<file path="src/rtl/vdp_reg_arb_pkg.sv">
// Shared types and helpers for the VDP register-write arbiter.
// Default address/data widths, the {addr, data} entry layout used by the
// register decode, and the fixed-priority winner selection.
package vdp_reg_arb_pkg;

  localparam int VDP_ADDR_W = 5;
  localparam int VDP_DATA_W = 16;

  // One register write at the default widths, as seen by the register decode.
  typedef struct packed {
    logic [VDP_ADDR_W-1:0] addr;
    logic [VDP_DATA_W-1:0] data;
  } vdp_reg_entry_t;

  // Index of the lowest set bit; 0 when no bit is set. Callers zero-extend
  // their strobe vectors, so at most 32 channels are supported.
  function automatic int lowest_set(input logic [31:0] vec);
    int idx;
    idx = 0;
    for (int i = 31; i >= 0; i--) begin
      if (vec[i]) idx = i;
    end
    return idx;
  endfunction

endpackage

</file>
<file path="src/rtl/vdp_reg_fifo.sv">
// Purpose: synchronous FIFO holding buffered host register writes.
// Latency: a pushed entry is visible at the head on the next cycle.
// Backpressure: push is ignored when full and pop when empty; callers gate on full/empty.
module vdp_reg_fifo #(
  parameter int WIDTH = 21,
  parameter int DEPTH = 4
) (
  input  logic                     clk,
  input  logic                     reset,
  input  logic                     push,
  input  logic [WIDTH-1:0]         push_data,
  input  logic                     pop,
  output logic [WIDTH-1:0]         pop_data,
  output logic                     full,
  output logic                     empty,
  output logic [$clog2(DEPTH):0]   level
);

  localparam int PTR_W = $clog2(DEPTH);

  logic [WIDTH-1:0] mem [DEPTH];
  logic [PTR_W-1:0] wr_ptr;
  logic [PTR_W-1:0] rd_ptr;
  logic             do_push;
  logic             do_pop;

  assign do_push  = push && !full;
  assign do_pop   = pop && !empty;
  assign pop_data = mem[rd_ptr];
  assign full     = (level == (PTR_W+1)'(DEPTH));
  assign empty    = (level == '0);

  // Pointers wrap naturally because DEPTH is a power of two; level is explicit.
  always_ff @(posedge clk) begin
    if (reset) begin
      wr_ptr <= '0;
      rd_ptr <= '0;
      level  <= '0;
    end else begin
      if (do_push) wr_ptr <= wr_ptr + 1'b1;
      if (do_pop)  rd_ptr <= rd_ptr + 1'b1;
      case ({do_push, do_pop})
        2'b10:   level <= level + 1'b1;
        2'b01:   level <= level - 1'b1;
        default: level <= level;
      endcase
    end
  end

  // Storage needs no reset; only entries between the pointers are ever read.
  always_ff @(posedge clk) begin
    if (do_push) mem[wr_ptr] <= push_data;
  end

endmodule

</file>
<file path="src/rtl/vdp_reg_arbiter.sv">
// Purpose: merges a FIFO-buffered host write port and NUM_CH strobed channels into one register-write port; ordered host reads.
// Latency: channel strobe -> write next cycle; host accept -> ready next cycle, earliest write next cycle; read ready after READ_LATENCY.
// Backpressure: host stalls (ready low) only on a full FIFO or a pending ack/drain; channels have none and losers are dropped.
// Option: define VDP_REG_ARB_CONFLICT_COUNT_EN to count dropped channel strobes in conflict_count.
module vdp_reg_arbiter
  import vdp_reg_arb_pkg::*;
#(
  parameter int ADDR_W       = VDP_ADDR_W,
  parameter int DATA_W       = VDP_DATA_W,
  parameter int NUM_CH       = 2,
  parameter int FIFO_DEPTH   = 4,
  parameter int READ_LATENCY = 1
) (
  input  logic                       clk,
  input  logic                       reset,
  input  logic [ADDR_W-1:0]          host_address,
  input  logic                       host_write_en,
  input  logic [DATA_W-1:0]          host_write_data,
  input  logic                       host_read_en,
  output logic                       ready,
  output logic [ADDR_W-1:0]          read_address,
  input  logic [NUM_CH-1:0]          ch_write_en,
  input  logic [NUM_CH*ADDR_W-1:0]   ch_write_address,
  input  logic [NUM_CH*DATA_W-1:0]   ch_write_data,
  input  logic                       vram_write_pending,
  output logic                       register_write_en,
  output logic [ADDR_W-1:0]          register_write_address,
  output logic [DATA_W-1:0]          register_write_data,
  output logic [$clog2(FIFO_DEPTH):0] fifo_level,
  output logic [7:0]                 conflict_count
);

  localparam int RC_W = $clog2(READ_LATENCY + 1);

  typedef struct packed {
    logic [ADDR_W-1:0] addr;
    logic [DATA_W-1:0] data;
  } entry_t;

  entry_t          host_entry;
  entry_t          head_entry;
  entry_t          ch_entry;
  int              win_idx;
  logic            any_ch;
  logic            wr_acc;
  logic            rd_acc;
  logic            drain;
  logic            fifo_push;
  logic            fifo_pop;
  logic            fifo_full;
  logic            fifo_empty;
  logic            ack_pending;
  logic            fifo_issue;
  logic [RC_W-1:0] rd_cnt;

  vdp_reg_fifo #(
    .WIDTH ($bits(entry_t)),
    .DEPTH (FIFO_DEPTH)
  ) u_host_fifo (
    .clk       (clk),
    .reset     (reset),
    .push      (fifo_push),
    .push_data (host_entry),
    .pop       (fifo_pop),
    .pop_data  (head_entry),
    .full      (fifo_full),
    .empty     (fifo_empty),
    .level     (fifo_level)
  );

  // Accept decisions and arbitration; an empty FIFO lets an accepted host
  // write go straight to the output so it can issue the cycle after accept.
  always_comb begin
    host_entry.addr = host_address;
    host_entry.data = host_write_data;
    win_idx         = lowest_set(32'(ch_write_en));
    ch_entry.addr   = ch_write_address[win_idx*ADDR_W +: ADDR_W];
    ch_entry.data   = ch_write_data[win_idx*DATA_W +: DATA_W];
    any_ch          = |ch_write_en;
    wr_acc          = host_write_en && !fifo_full && !ack_pending && !host_read_en;
    drain           = !any_ch && (!fifo_empty || wr_acc) && !vram_write_pending;
    fifo_push       = wr_acc && !(fifo_empty && drain);
    fifo_pop        = drain && !fifo_empty;
    // Reads wait for every queued write, including one issuing right now.
    rd_acc          = host_read_en && fifo_empty && !fifo_issue && !ack_pending;
  end

  // Host handshake: one ready pulse per request, read address and latency countdown.
  always_ff @(posedge clk) begin
    if (reset) begin
      ack_pending  <= 1'b0;
      ready        <= 1'b0;
      rd_cnt       <= '0;
      read_address <= '0;
    end else begin
      ready <= wr_acc || (rd_acc && (READ_LATENCY == 1)) || (rd_cnt == RC_W'(1));
      if (rd_acc) begin
        read_address <= host_address;
        rd_cnt       <= RC_W'(READ_LATENCY - 1);
      end else if (rd_cnt != '0) begin
        rd_cnt <= rd_cnt - 1'b1;
      end
      if (wr_acc || rd_acc) begin
        ack_pending <= 1'b1;
      end else if (!host_write_en && !host_read_en && (rd_cnt == '0)) begin
        ack_pending <= 1'b0;
      end
    end
  end

  // Registered write port: winning channel first, otherwise the host head.
  always_ff @(posedge clk) begin
    if (reset) begin
      register_write_en      <= 1'b0;
      register_write_address <= '0;
      register_write_data    <= '0;
      fifo_issue             <= 1'b0;
    end else begin
      register_write_en <= any_ch || drain;
      fifo_issue        <= drain;
      if (any_ch) begin
        register_write_address <= ch_entry.addr;
        register_write_data    <= ch_entry.data;
      end else if (drain) begin
        register_write_address <= fifo_empty ? host_entry.addr : head_entry.addr;
        register_write_data    <= fifo_empty ? host_entry.data : head_entry.data;
      end
    end
  end

`ifdef VDP_REG_ARB_CONFLICT_COUNT_EN
  logic [7:0] conflict_q;
  int         drops;
  int         sum;

  // Every asserted strobe except the winner is a dropped write.
  always_comb begin
    drops = $countones(ch_write_en) - (any_ch ? 1 : 0);
    sum   = int'(conflict_q) + drops;
  end

  // Saturating count of dropped channel writes.
  always_ff @(posedge clk) begin
    if (reset) begin
      conflict_q <= '0;
    end else if (drops != 0) begin
      conflict_q <= (sum > 255) ? 8'd255 : sum[7:0];
    end
  end

`ifndef SYNTHESIS
  // Report which channels collided and which one won.
  always_ff @(posedge clk) begin
    if (!reset && (drops != 0)) begin
      $display("vdp_reg_arbiter: channel conflict strobes=%b winner=%0d", ch_write_en, win_idx);
    end
  end
`endif

  assign conflict_count = conflict_q;
`else
  assign conflict_count = 8'd0;
`endif

endmodule

</file>
<file path="config.mk">
export PLATFORM = sky130hd
export DESIGN_NAME = vdp_reg_arbiter
export DESIGN_NICKNAME = d
export VERILOG_FILES = /design/src/rtl/vdp_reg_arb_pkg.sv /design/src/rtl/vdp_reg_fifo.sv /design/src/rtl/vdp_reg_arbiter.sv
export SDC_FILE = /design/constraint.sdc
export NUM_CORES = 1
export LEC_CHECK = 0
export BUFFER_PORTS_ARGS = -buffer_cell sky130_fd_sc_hd__buf_2
export CAP_MARGIN = 40
export CELL_PAD_IN_SITES_DETAIL_PLACEMENT = 1
export CELL_PAD_IN_SITES_GLOBAL_PLACEMENT = 1
export CORE_UTILIZATION = 40
export CTS_BUF_LIST = sky130_fd_sc_hd__clkbuf_8
export DETAILED_ROUTE_END_ITERATION = 6
export GPL_ROUTABILITY_DRIVEN = 0
export GPL_TIMING_DRIVEN = 0
export PLACE_DENSITY = 0.74
export SLEW_MARGIN = 40
export SYNTH_ARGS = -nofsm -noshare
export SYNTH_HDL_FRONTEND = slang
export SYNTH_SLANG_ARGS = --single-unit
</file>
<file path="constraint.sdc">
create_clock -name clk -period 6.6 [get_ports clk]
set_input_delay 0.33 -clock clk [delete_from_list [all_inputs] [get_ports clk]]
set_output_delay 0.33 -clock clk [all_outputs]
set_load 0.01 [all_outputs]
</file>
==> results of run 1 <==
state kept, by name, indices dropped and copies added, names as in the netlist, named ones only:
name                    flops
register_write_en           1
rd_cnt                      1
u_host_fifo.rd_ptr          2
ack_pending                 1
register_write_data        16
register_write_address      5
u_host_fifo.mem            84
u_host_fifo.level           3
fifo_issue                  1
read_address                5
ready                       1
u_host_fifo.wr_ptr          2
through the flow:
stage	power (mW)	utilization, %
3_3_place_gp	1.10	46.5
5_1_grt	1.83	49.5
3_5_place_dp	1.10	46.5
4_1_cts	1.78	49.5
2_1_floorplan	1.01	-
6_report	1.77	49.5
layout by cell type (no fill, tap or decap), types with 21 or more instances in the layout:
cell type and count:
a31oi_1 21, inv_1 32, a22oi_1 21, buf_2 99, a21oi_1 28, a211oi_1 21, clkbuf_1 21, mux4_2 21
dfxtp_1 40, edfxtp_1 84, nor3_1 22
layer usage:
metal,routed length [um],vias to the layer above,part of all wire (%)
li1,-,1795,-
met1,6270,1998,42
met2,7350,153,49
met3,939,25,6.3
met4,335,0,2.2
met5,0,-,0
worst paths after layout:
path | start | slack, ns | endpoint
max reg2reg | u_host_fifo.level[2] | 4.38 | u_host_fifo.level[2]
min reg2reg | rd_cnt | 0.47 | ready
max | u_host_fifo.level[2] | 4.38 | u_host_fifo.level[2]
min | reset | 0.11 | register_write_data[0]
worst register-to-register path, stage by stage, from the launching register on:
cell and delay [ns]:
dfxtp_1 0.47, nor3_2 0.14, nor3_2 0.28, ha_1 0.23, inv_1 0.06, fa_1 0.38
xor2_1 0.16, or3_1 0.30, a21oi_1 0.14
power groups by stage:
stage	registers (mW)	clock network [mW]	logic, mW
after floorplan	0.897	0	0.116
after CTS	0.875	0.687	0.215
after global placement	0.890	0	0.205
final	0.874	0.682	0.215
after global routing	0.877	0.718	0.232
after detailed placement	0.892	0	0.213
logic make-up after synthesis:
| group | after synthesis | synth area share (%) |
|---|---|---|
| flip-flops | 124 | 61.6 |
| AND/OR/NAND/NOR | 78 | 8.03 |
| AO/OA/AOI/OAI | 101 | 12.2 |
| buffers and inverters | 68 | 6.22 |
| adder cells (fa/ha/maj) | 6 | 1.53 |
| multiplexers | 26 | 9.70 |
| other | 1 | 0.0696 |
| XOR/XNOR | 4 | 0.650 |
layout make-up:
cell class | instances | area (sq um) | area share, %
Sequential cell | 124 | 3320 | 50.9
Tap cell | 176 | 220 | 3.37
Inverter | 28 | 105 | 1.61
Buffer | 40 | 230 | 3.52
Multi-Input combinational cell | 224 | 1770 | 27.1
Clock inverter | 15 | 160 | 2.45
Antenna cell | 1 | 2.50 | 0.0383
Timing Repair Buffer | 97 | 485 | 7.43
Clock buffer | 17 | 234 | 3.58
==> results by group, run 1 <==
Run status
  – Status: finished, final reports clean

Worst hold path
  – Min-Delay Path Class: primary input to flip-flop
  – Hold path depth: 2

Layout
  – Layout cells sized above 1: 32.8%
  – Non-filler cells, final: 722
  – Synthesis-to-layout area growth: 21.2%
  – Fin nets: 608
  – Fillers: between 1000 and 1500
  – Final instance area: 6530 sq um

Clocking
  – Inserted Clock Buffers: 17
  – CTS tree: yes
  – Clock Sinks: ~120
  – Setup bufs post-CTS: 0
  – CTS resizes: 0
  – Bufs on Longest Clock Path: 2
  – Clk pin slew, worst setup/hold paths: 0.09 ns
  – Clock Latency Late Sink: 0.45 ns
  – Post-CTS Hold Buffers: 0
  – CTS H-tree lvls: 4
  – Clk Tree Root Cell: clkbuf_8

Power and ir drop
  – Peak supply drop: between 0.1 and 0.15 mV
  – Clock power frac: 38.5%
  – Pint: ~1.3 mW
  – P_sw: 0.461 mW
  – Pwr/cell area: around 270 nW/um^2
  – Leak: about 2.6 nW
  – Sequential share of power: 49.4%
  – Net Sw Frac: between 20% and 30%
  – Logic gate share of total power: between 10% and 20%

Routing
  – Vias per cell: between 5 and 6
  – 1st-iter DRT viols: 224
  – Routed len/inst: 20.6 um
  – Drt pass-1 iters: 4
  – DRC viols: 0
  – Wirelength, routed: 14.9 mm
  – Remaining antenna violation count: 0
  – Vias: 3971

STA
  – Unrepaired setup endpoints after global routing: false
  – Minimum clock period: around 2.2 ns
  – Final worst slack: ~4.4 ns
  – Tightest Pin Transition: about 0.75 ns
  – Setup-failing EPs final: 0
  – Minimum hold slack: around 0.11 ns
  – Clock skew: between 0.015 and 0.02 ns
  – Setup_tns: 0 ns
  – Fin. Hold Viols: 0
  – Worst rel slew slack: between 50% and 60%
  – Final Slew Violations: 0
  – Fmax: 450 MHz
  – Final Cycle Share: ~34%

Setup path
  – R2R depth: 8
  – Critical Path AT: between 2 and 3 ns
  – Crit start category: flip-flop
  – Buf/Inv on CP: 1
  – Worst-path fanout max: 8
  – CP most frequent cell: nor3_2
  – Critical path depth in cells: 8
  – CP Capture Type: flip-flop
  – CP max stage delay: approximately 0.47 ns
  – Worst-path cell chain: nor3_2, nor3_2, ha_1, inv_1, fa_1, xor2_1, or3_1, a21oi_1
  – Critical Path RT: 6.97 ns
  – Slowest CP cell: dfxtp_1
  – Crit path max-delay family: simple AND/OR/NAND/NOR gates
  – CP Class: flip-flop to flip-flop

GRT
  – Vias in the first global route: ~4100
  – Largest net degree at the start of global routing: 22
  – Global routing usage on met1: 27.5%
  – Gr busiest metal: met2
  – Met2 usage: between 30 and 40%
  – Met3 usage: under 10%
  – Global-route wire length before repair: ~23 mm
  – Initial antenna violation count: 1
  – Grt ovf: 0
  – Gr usage total: 22.0%

Place
  – Pre-CTS setup slack: 4.07 ns
  – Detailed placer's ending HPWL: 9.77 mm
  – Post-Place Cells: between 600 and 700
  – Placement Cell Area: roughly 6000 sq um
  – Port Buffers: between 90 and 100

Run
  – Max-Cap Viols: 0

Floorplanning
  – FP Rows: 42
  – Core ar.: between 10000 and 15000 sq um
  – Initial core utilization: about two fifths
  – Boundary Pins: ~110
  – Die X-Extent: roughly 120 um
  – Die Footprint: roughly 14000 sq um
  – Die Y: 118 um

Synthesis
  – Post-Syn Area per Cell: between 10 and 15 sq um
  – Synth warn: 0
  – Netlist cell types: 39
  – Yosys top cell area share: a little under half
  – Area contributors post-synth: edfxtp_1 47%, dfxtp_1 15%, mux4_2 8.8%, a211oi_1 2.9%, a22oi_1 2.9%
  – Flop and latch count out of synthesis: between 100 and 150
  – Post-Syn Instances: between 400 and 500
  – Sequential share of the synthesized area: between 60% and 70%
  – Cell accounting for the most synthesized area: edfxtp_1
  – Post-synth EDFFs: 84
  – Ys async rst share: 0%
  – Top post-synthesis cells by count: 84 x edfxtp_1, 40 x dfxtp_1, 28 x a21oi_1, 28 x inv_1
  – Count leader, synth: edfxtp_1
  – Post-Syn Area: between 5000 and 6000 sq um
  – Top FF cell, synth: edfxtp_1
Note: power is estimated with default switching activity, not from simulation.
==> run 2: changes to the inputs <==
--- a/config.mk
+++ b/config.mk
@@ -14,7 +14,7 @@
 export DETAILED_ROUTE_END_ITERATION = 6
 export GPL_ROUTABILITY_DRIVEN = 0
 export GPL_TIMING_DRIVEN = 0
-export PLACE_DENSITY = 0.74
+export PLACE_DENSITY = 0.77
 export SLEW_MARGIN = 40
 export SYNTH_ARGS = -nofsm -noshare
 export SYNTH_HDL_FRONTEND = slang
==> constraint.sdc (replaced) <==
create_clock -name clk -period 2.02 [get_ports clk]
set_input_delay 0.101 -clock clk [delete_from_list [all_inputs] [get_ports clk]]
set_output_delay 0.101 -clock clk [all_outputs]
set_load 0.01 [all_outputs]
==> run 2 against run 1 <==
Against the previous run: the run now ends with setup timing left; sequential share of layout area fell by 2.2 points; via count rose by 2.0%; final cell count rose by 3.7%; fmax rose by 6.6%; wire length fell by 0.15%; die area did not move; first-iteration DRC count fell by 19%; clock power rose to 3.0 times the previous value; clock skew fell by 0.0085 ns; register-to-register slack got worse by 4.4 ns; cell area rose by 4.9%; count of clock-buffer cells in the layout did not move; highest routed layer unchanged.
==> results by group, run 2 (synthesis results as in run 1) <==
Run status
  – Status: complete, but fails checks
  – Failing checks: setup timing

GRT
  – Initial antenna violation count: 0 (-1)
  – Gr usage total: 22.6% (+0.56 points)
  – Global-route wire length before repair: 23.5 mm (+4.4%)
  – Largest net degree at the start of global routing: 22 (unchanged)
  – Grt ovf: 0 (unchanged)
  – Vias in the first global route: 4345 (+5.7%)

Clocking
  – Bufs on Longest Clock Path: 2 (unchanged)
  – Inserted Clock Buffers: 17 (unchanged)
  – CTS H-tree lvls: 4 (unchanged)
  – Clk pin slew, worst setup/hold paths: 0.07 ns (-0.02 ns)
  – Clk Tree Root Cell: clkbuf_8
  – Clock Sinks: 124 (unchanged)
  – Clock Latency Late Sink: 0.44 ns (about the same)
  – CTS tree: yes

Layout
  – Layout cells sized above 1: 34.0% (+1.2 points)
  – Commonest non-fill, non-tap cell in the layout: buf_2
  – Biggest register: u_host_fifo.mem
  – Fillers: 1400 (-0.85%)
  – ANT cells: 0 (-1)
  – Final instance area: 6860 sq um (+4.9%)
  – Fin nets: 636 (+4.6%)
  – Synthesis-to-layout area growth: 27.2%
  – Most frequent cells in the layout: 98 x buf_2, 84 x edfxtp_1, 36 x dfxtp_1, 31 x inv_1, 28 x a21oi_1
  – Non-filler cells, final: 749 (+3.7%)
  – Max reg flops: 84 (unchanged)
  – Top Registers: u_host_fifo.mem x84, register_write_data x16

Power and ir drop
  – Pwr/cell area: 828 nW/um^2 (+210%)
  – Leak: 2.71 nW (+5.3%)
  – Peak supply drop: 0.315 mV (+200%)

Worst hold path
  – Min-Delay Path Class: primary input to flip-flop

Setup path
  – Buf/Inv on CP: 2 (+1)
  – Critical Path AT: 2.44 ns (-0.15 ns)
  – Critical path depth in cells: 10 (+2)
  – Worst-path cell chain: nor2_4, o21a_1, nor2_2, inv_1, ha_2, inv_2, fa_2, xor2_1, or3_1, a21oi_1
  – Crit start category: flip-flop
  – Crit path from: u_host_fifo.level[1]
  – R2R depth: 10 (+2)
  – CP max stage delay: 0.38 ns (-0.09 ns)
  – Slowest CP cell: dfxtp_4
  – Crit Reg-Reg Endpoint: u_host_fifo.level[2]
  – R2R setup slack: -0.06 ns (-4.44 ns)
  – Critical Path RT: 2.37 ns (-4.60 ns)
  – CP Class: flip-flop to flip-flop
  – Crit path max-delay family: adder cells
  – R2R Path Start: u_host_fifo.level[1]
  – CP Capture Type: flip-flop
  – CP Capture Point: u_host_fifo.level[2]
  – Worst-path fanout max: 6 (-2)

Routing
  – Vias: 4049 (+2.0%)
  – Wirelength, routed: 14.9 mm (-0.15%)
  – Routed len/inst: 19.9 um (-3.7%)
  – Remaining antenna violation count: 0 (unchanged)
  – DRC viols: 0 (unchanged)
  – Vias per cell: 5.41 (-1.7%)
  – Drt pass-1 iters: 4 (unchanged)
  – 1st-iter DRT viols: 182 (-19%)

STA
  – Unrepaired setup endpoints after global routing: true
  – Setup_tns: -0.0640 ns (-0.0640 ns)
  – Clock skew: 0.00932 ns (-0.00845 ns)
  – Fmax: 480 MHz (+6.6%)
  – Minimum clock period: 2.08 ns (-0.137 ns)
  – Worst rel slew slack: 56.9% (+6.8 points)
  – Fin. Hold Viols: 0 (unchanged)
  – Final Cycle Share: 103% (+70 points)
  – Setup-failing EPs final: 1 (+1)
  – Final Slew Violations: 0 (unchanged)
  – Final worst slack: -0.0640 ns (-4.44 ns)
  – Tightest Pin Transition: 0.640 ns (-0.109 ns)

Floorplanning
  – Die Y: 118 um (unchanged)
  – Boundary Pins: 109 (unchanged)
  – Die Footprint: 13900 sq um (unchanged)
  – Core ar.: 13200 sq um (unchanged)
  – Initial core utilization: 40.9% (unchanged)
  – Die X-Extent: 118 um (unchanged)
  – FP Rows: 42 (unchanged)

Place
  – Port Buffers: 97 (unchanged)
  – Detailed placer's ending HPWL: 9.94 mm (+1.8%)
  – Post-Place Cells: 689 (unchanged)
  – Pre-CTS setup slack: -0.180 ns (-4.25 ns)
  – Placement Cell Area: 6160 sq um (+0.43%)

Run
  – Max-Cap Viols: 0 (unchanged)
run 2: final cells by class:
class | instances | area (sq um) | area share [%]
Clock buffer | 17 | 234 | 3.41
Clock inverter | 15 | 136 | 1.99
Inverter | 28 | 105 | 1.53
Multi-Input combinational cell | 224 | 1820 | 26.6
Tap cell | 176 | 220 | 3.21
Buffer | 40 | 245 | 3.58
Timing Repair Buffer | 125 | 758 | 11.1
Sequential cell | 124 | 3340 | 48.7
run 2: tightest hold or removal path, delay by kind of cell:
family	cells	cell delay [ns]
compound gates	2	0.26
buf+inv	1	0.10
run 2: layer usage:
layer,track usage (%),routed length (um)
met3,5.09,790
met5,0,0
met1,28.2,6200
met4,8.81,236
met2,38.0,7650
run 2: repair_timing:
action,in CTS,in global routing
setup endpoints to repair,89,52
setup buffers,0,3
cloned,0,0
hold buffers,25,0
endpoints found under the hold margin,97,0
resized for setup,5,14
pin swaps,0,2
run 2: how the worst min path moves through the flow:
| stage | from | end | depth (start not counted) | slack, ns |
|---|---|---|---|---|
| 2_1_floorplan | vram_write_pending | fifo_issue | 1 | 0.19 |
| 3_3_place_gp | host_write_data[13] | u_host_fifo.mem[2][13] | 1 | 0.33 |
| 3_5_place_dp | host_write_data[4] | u_host_fifo.mem[0][4] | 1 | 0.34 |
| 4_1_cts | ch_write_data[2] | register_write_data[2] | 3 | 0.04 |
| 5_1_grt | ch_write_address[0] | register_write_address[0] | 3 | 0.07 |
| 6_report | ch_write_data[5] | register_write_data[5] | 3 | 0.07 |
run 2: through the flow:
stage                     utilization, %  hold WS, ns  power, mW
final                               52.0       0.0696       5.68
after global routing                52.0       0.0678       5.90
after CTS                           51.5       0.0445       5.70
after detailed placement            46.7        0.342       3.62
after global placement              46.7        0.327       3.58
after floorplan                        -        0.191       3.32
run 2: power breakdown:
group	internal, mW	total, mW	switching, mW
Clock	1.07	2.05	0.984
Combinational	0.329	0.761	0.432
Sequential	2.81	2.86	0.0572
==> run 3: changes to the inputs <==
--- a/config.mk
+++ b/config.mk
@@ -5,16 +5,18 @@
 export SDC_FILE = /design/constraint.sdc
 export NUM_CORES = 1
 export LEC_CHECK = 0
+export ABC_CLOCK_PERIOD_IN_PS = 2020
 export BUFFER_PORTS_ARGS = -buffer_cell sky130_fd_sc_hd__buf_2
 export CAP_MARGIN = 40
-export CELL_PAD_IN_SITES_DETAIL_PLACEMENT = 1
-export CELL_PAD_IN_SITES_GLOBAL_PLACEMENT = 1
-export CORE_UTILIZATION = 40
+export CELL_PAD_IN_SITES_DETAIL_PLACEMENT = 2
+export CELL_PAD_IN_SITES_GLOBAL_PLACEMENT = 2
+export CORE_UTILIZATION = 35
 export CTS_BUF_LIST = sky130_fd_sc_hd__clkbuf_8
 export DETAILED_ROUTE_END_ITERATION = 6
 export GPL_ROUTABILITY_DRIVEN = 0
 export GPL_TIMING_DRIVEN = 0
-export PLACE_DENSITY = 0.77
+export PLACE_DENSITY = 0.8
+export SKIP_LAST_GASP = 1
 export SLEW_MARGIN = 40
 export SYNTH_ARGS = -nofsm -noshare
 export SYNTH_HDL_FRONTEND = slang
==> run 3 against run 2 <==
Against the previous run: the run still ends with setup timing left; global-route usage increased by 0.41 points; clock skew decreased by 0.00078 ns; total power increased by 2.2%; first-iteration DRC count increased by 36%; non-clock buffer count unchanged; count of clock-buffer cells in the layout unchanged; die area increased by 14%; cell area increased by 0.11%; worst hold slack got worse by 0.064 ns; clock power increased by 5%; wire length increased by 17%; critical path type unchanged; highest routed layer unchanged.
==> results by group, run 3 (synthesis results as in run 1) <==
STA
  – Clock skew: 0.00854 ns (-0.000780 ns)
  – Fin. Hold Viols: 0 (unchanged)
  – Final worst slack: -0.0784 ns (-0.0144 ns)
  – Worst rel slew slack: 52.1% (-4.8 points)
  – Tightest Pin Transition: 0.711 ns (+0.0708 ns)
  – Setup-failing EPs final: 64 (+63)
  – Final Slew Violations: 0 (unchanged)
  – Fmax: 477 MHz (-0.68%)
  – Final Cycle Share: 104% (+0.71 points)
  – Unrepaired setup endpoints after global routing: true
  – Minimum clock period: 2.10 ns (+0.0144 ns)

Floorplanning
  – Die X-Extent: 126 um (+6.8%)
  – Die Footprint: 15900 sq um (+14%)
  – FP Rows: 44 (+4.8%)
  – Core ar.: 14800 sq um (+12%)
  – Die Y: 126 um (+6.8%)
  – Boundary Pins: 109 (unchanged)
  – Initial core utilization: 36.5% (-4.3 points)

Routing
  – Top Metal Used: met4
  – Wirelength, routed: 17.4 mm (+17%)
  – Met2 routed WL: 9.14 mm (+19%)
  – Vias per cell: 5.45 (+0.85%)
  – Wire length on met1: 7.07 mm (+14%)
  – Vias: 4127 (+1.9%)
  – Met3 wire len: 807 um (+2.2%)
  – 1st-iter DRT viols: 248 (+36%)
  – Remaining antenna violation count: 0 (unchanged)
  – Drt pass-1 iters: 7 (+3)
  – Routed len/inst: 23.0 um (+16%)
  – DRC viols: 0 (unchanged)

Clocking
  – Clock Latency Late Sink: 0.45 ns (about the same)
  – Clk pin slew, worst setup/hold paths: 0.07 ns (about the same)
  – CTS H-tree lvls: 4 (unchanged)
  – Clock Sinks: 124 (unchanged)
  – CTS tree: yes
  – Inserted Clock Buffers: 17 (unchanged)
  – Clk Tree Root Cell: clkbuf_8
  – Bufs on Longest Clock Path: 2 (unchanged)

Place
  – Port Buffers: 97 (unchanged)
  – Pre-CTS setup slack: -0.260 ns (-0.0798 ns)
  – Detailed placer's ending HPWL: 11.9 mm (+19%)
  – Post-Place Cells: 697 (+1.2%)

Power and ir drop
  – Pwr/cell area: 846 nW/um^2 (+2.1%)
  – Leak: 2.72 nW (+0.48%)
  – Peak supply drop: 0.478 mV (+52%)

Setup path
  – Critical Path RT: 2.10 ns (-0.27 ns)
  – Crit start category: flip-flop
  – Worst-path fanout max: 21 (+15)
  – CP Capture Type: flip-flop
  – CP Class: flip-flop to flip-flop
  – Critical Path AT: 2.17 ns (-0.27 ns)
  – R2R setup slack: -0.08 ns (about the same)

Run
  – Max-Cap Viols: 0 (unchanged)

Worst hold path
  – Min-Delay Path Class: primary input to flip-flop

Run status
  – Status: complete, but fails checks
  – Failing checks: setup timing

Layout
  – Top Registers: u_host_fifo.mem x84, register_write_data x16
  – Biggest register: u_host_fifo.mem
  – Layout cells sized above 1: 33.9% (-0.17 points)
  – Most frequent cells in the layout: 98 x buf_2, 84 x edfxtp_1, 36 x dfxtp_1, 31 x inv_1, 28 x a21oi_1
  – Commonest non-fill, non-tap cell in the layout: buf_2
  – ANT cells: 0 (unchanged)
  – Fin nets: 636 (unchanged)
  – Max reg flops: 84 (unchanged)
  – Non-filler cells, final: 757 (+1.1%)
  – Synthesis-to-layout area growth: 27.3%

GRT
  – Gr usage total: 23.0% (+0.41 points)
  – Largest net degree at the start of global routing: 22 (unchanged)
  – Grt ovf: 0 (unchanged)
  – Initial antenna violation count: 0 (unchanged)
  – Global-route wire length before repair: 26.8 mm (+14%)
  – Vias in the first global route: 4768 (+9.7%)
==> run 3: cell types whose count changed in the layout (fill, tap and decap cells not counted), sizes merged <==
cell / previous run / this run
clkinvlp: 2 / 0
buf: 118 / 120
clkinv: 7 / 8
bufinv: 2 / 3
dlygate4sd3: 25 / 23
==> run 3: per-layer routing <==
layer	vias to the layer above	global-route usage, %
met5	-	0
met4	0	7.87
met3	31	6.07
met2	125	41.3
met1	2118	26.4
li1	1853	-
==> run 3: report_power, final <==
part / leakage, nW / switching, mW / internal, mW
Sequential: 1.09 / 0.0573 / 2.81
Clock: 0.208 / 0.976 / 1.17
Combinational: 1.42 / 0.462 / 0.332
==> run 3: timing repair <==
item	4_1_cts	5_1_grt
gates resized for setup	14	5
hold buffers	23	0
setup endpoints to repair	97	69
buffers inserted	1	4
pin swaps	1	6
hold endpoints to repair	94	0
==> run 3: worst paths after layout <==
check	startpoint	to	cells past startpoint
worst min register to register	rd_cnt	ready	2
worst max-delay path	u_host_fifo.level[2]	u_host_fifo.mem[2][7]	2
worst min-delay path	host_write_en	ack_pending	3
worst max register to register	u_host_fifo.level[2]	u_host_fifo.mem[2][7]	2
==> run 3: worst max-delay path: stages, from the launching register on <==
cell and delay (ns):
dfxtp_4 0.38, o21ai_0 0.59, and3_2 0.76
==> run 3: cell type report <==
type / count / area (sq um)
multi-input combinational: 224 / 1810
fill: 1482 / 7890
clock inverter: 15 / 140
sequential: 124 / 3340
clock buffer: 17 / 234
inverter: 28 / 105
tap: 184 / 230
timing repair buffer: 125 / 753
buffer: 40 / 253
==> run 3: per-stage QoR <==
step	util [%]	power [mW]	hold WS, ns	TNS [ns]	area (sq um)
floorplan	-	3.32	0.191	0	5450
global placement	41.8	3.60	0.328	-41.53	6160
detailed placement	41.8	3.65	0.345	-21.07	6170
CTS	46.2	5.82	0.00205	-0.350	6820
global route	46.5	6.02	0.0112	-10.51	6860
finish	46.5	5.81	0.00588	-2.88	6860
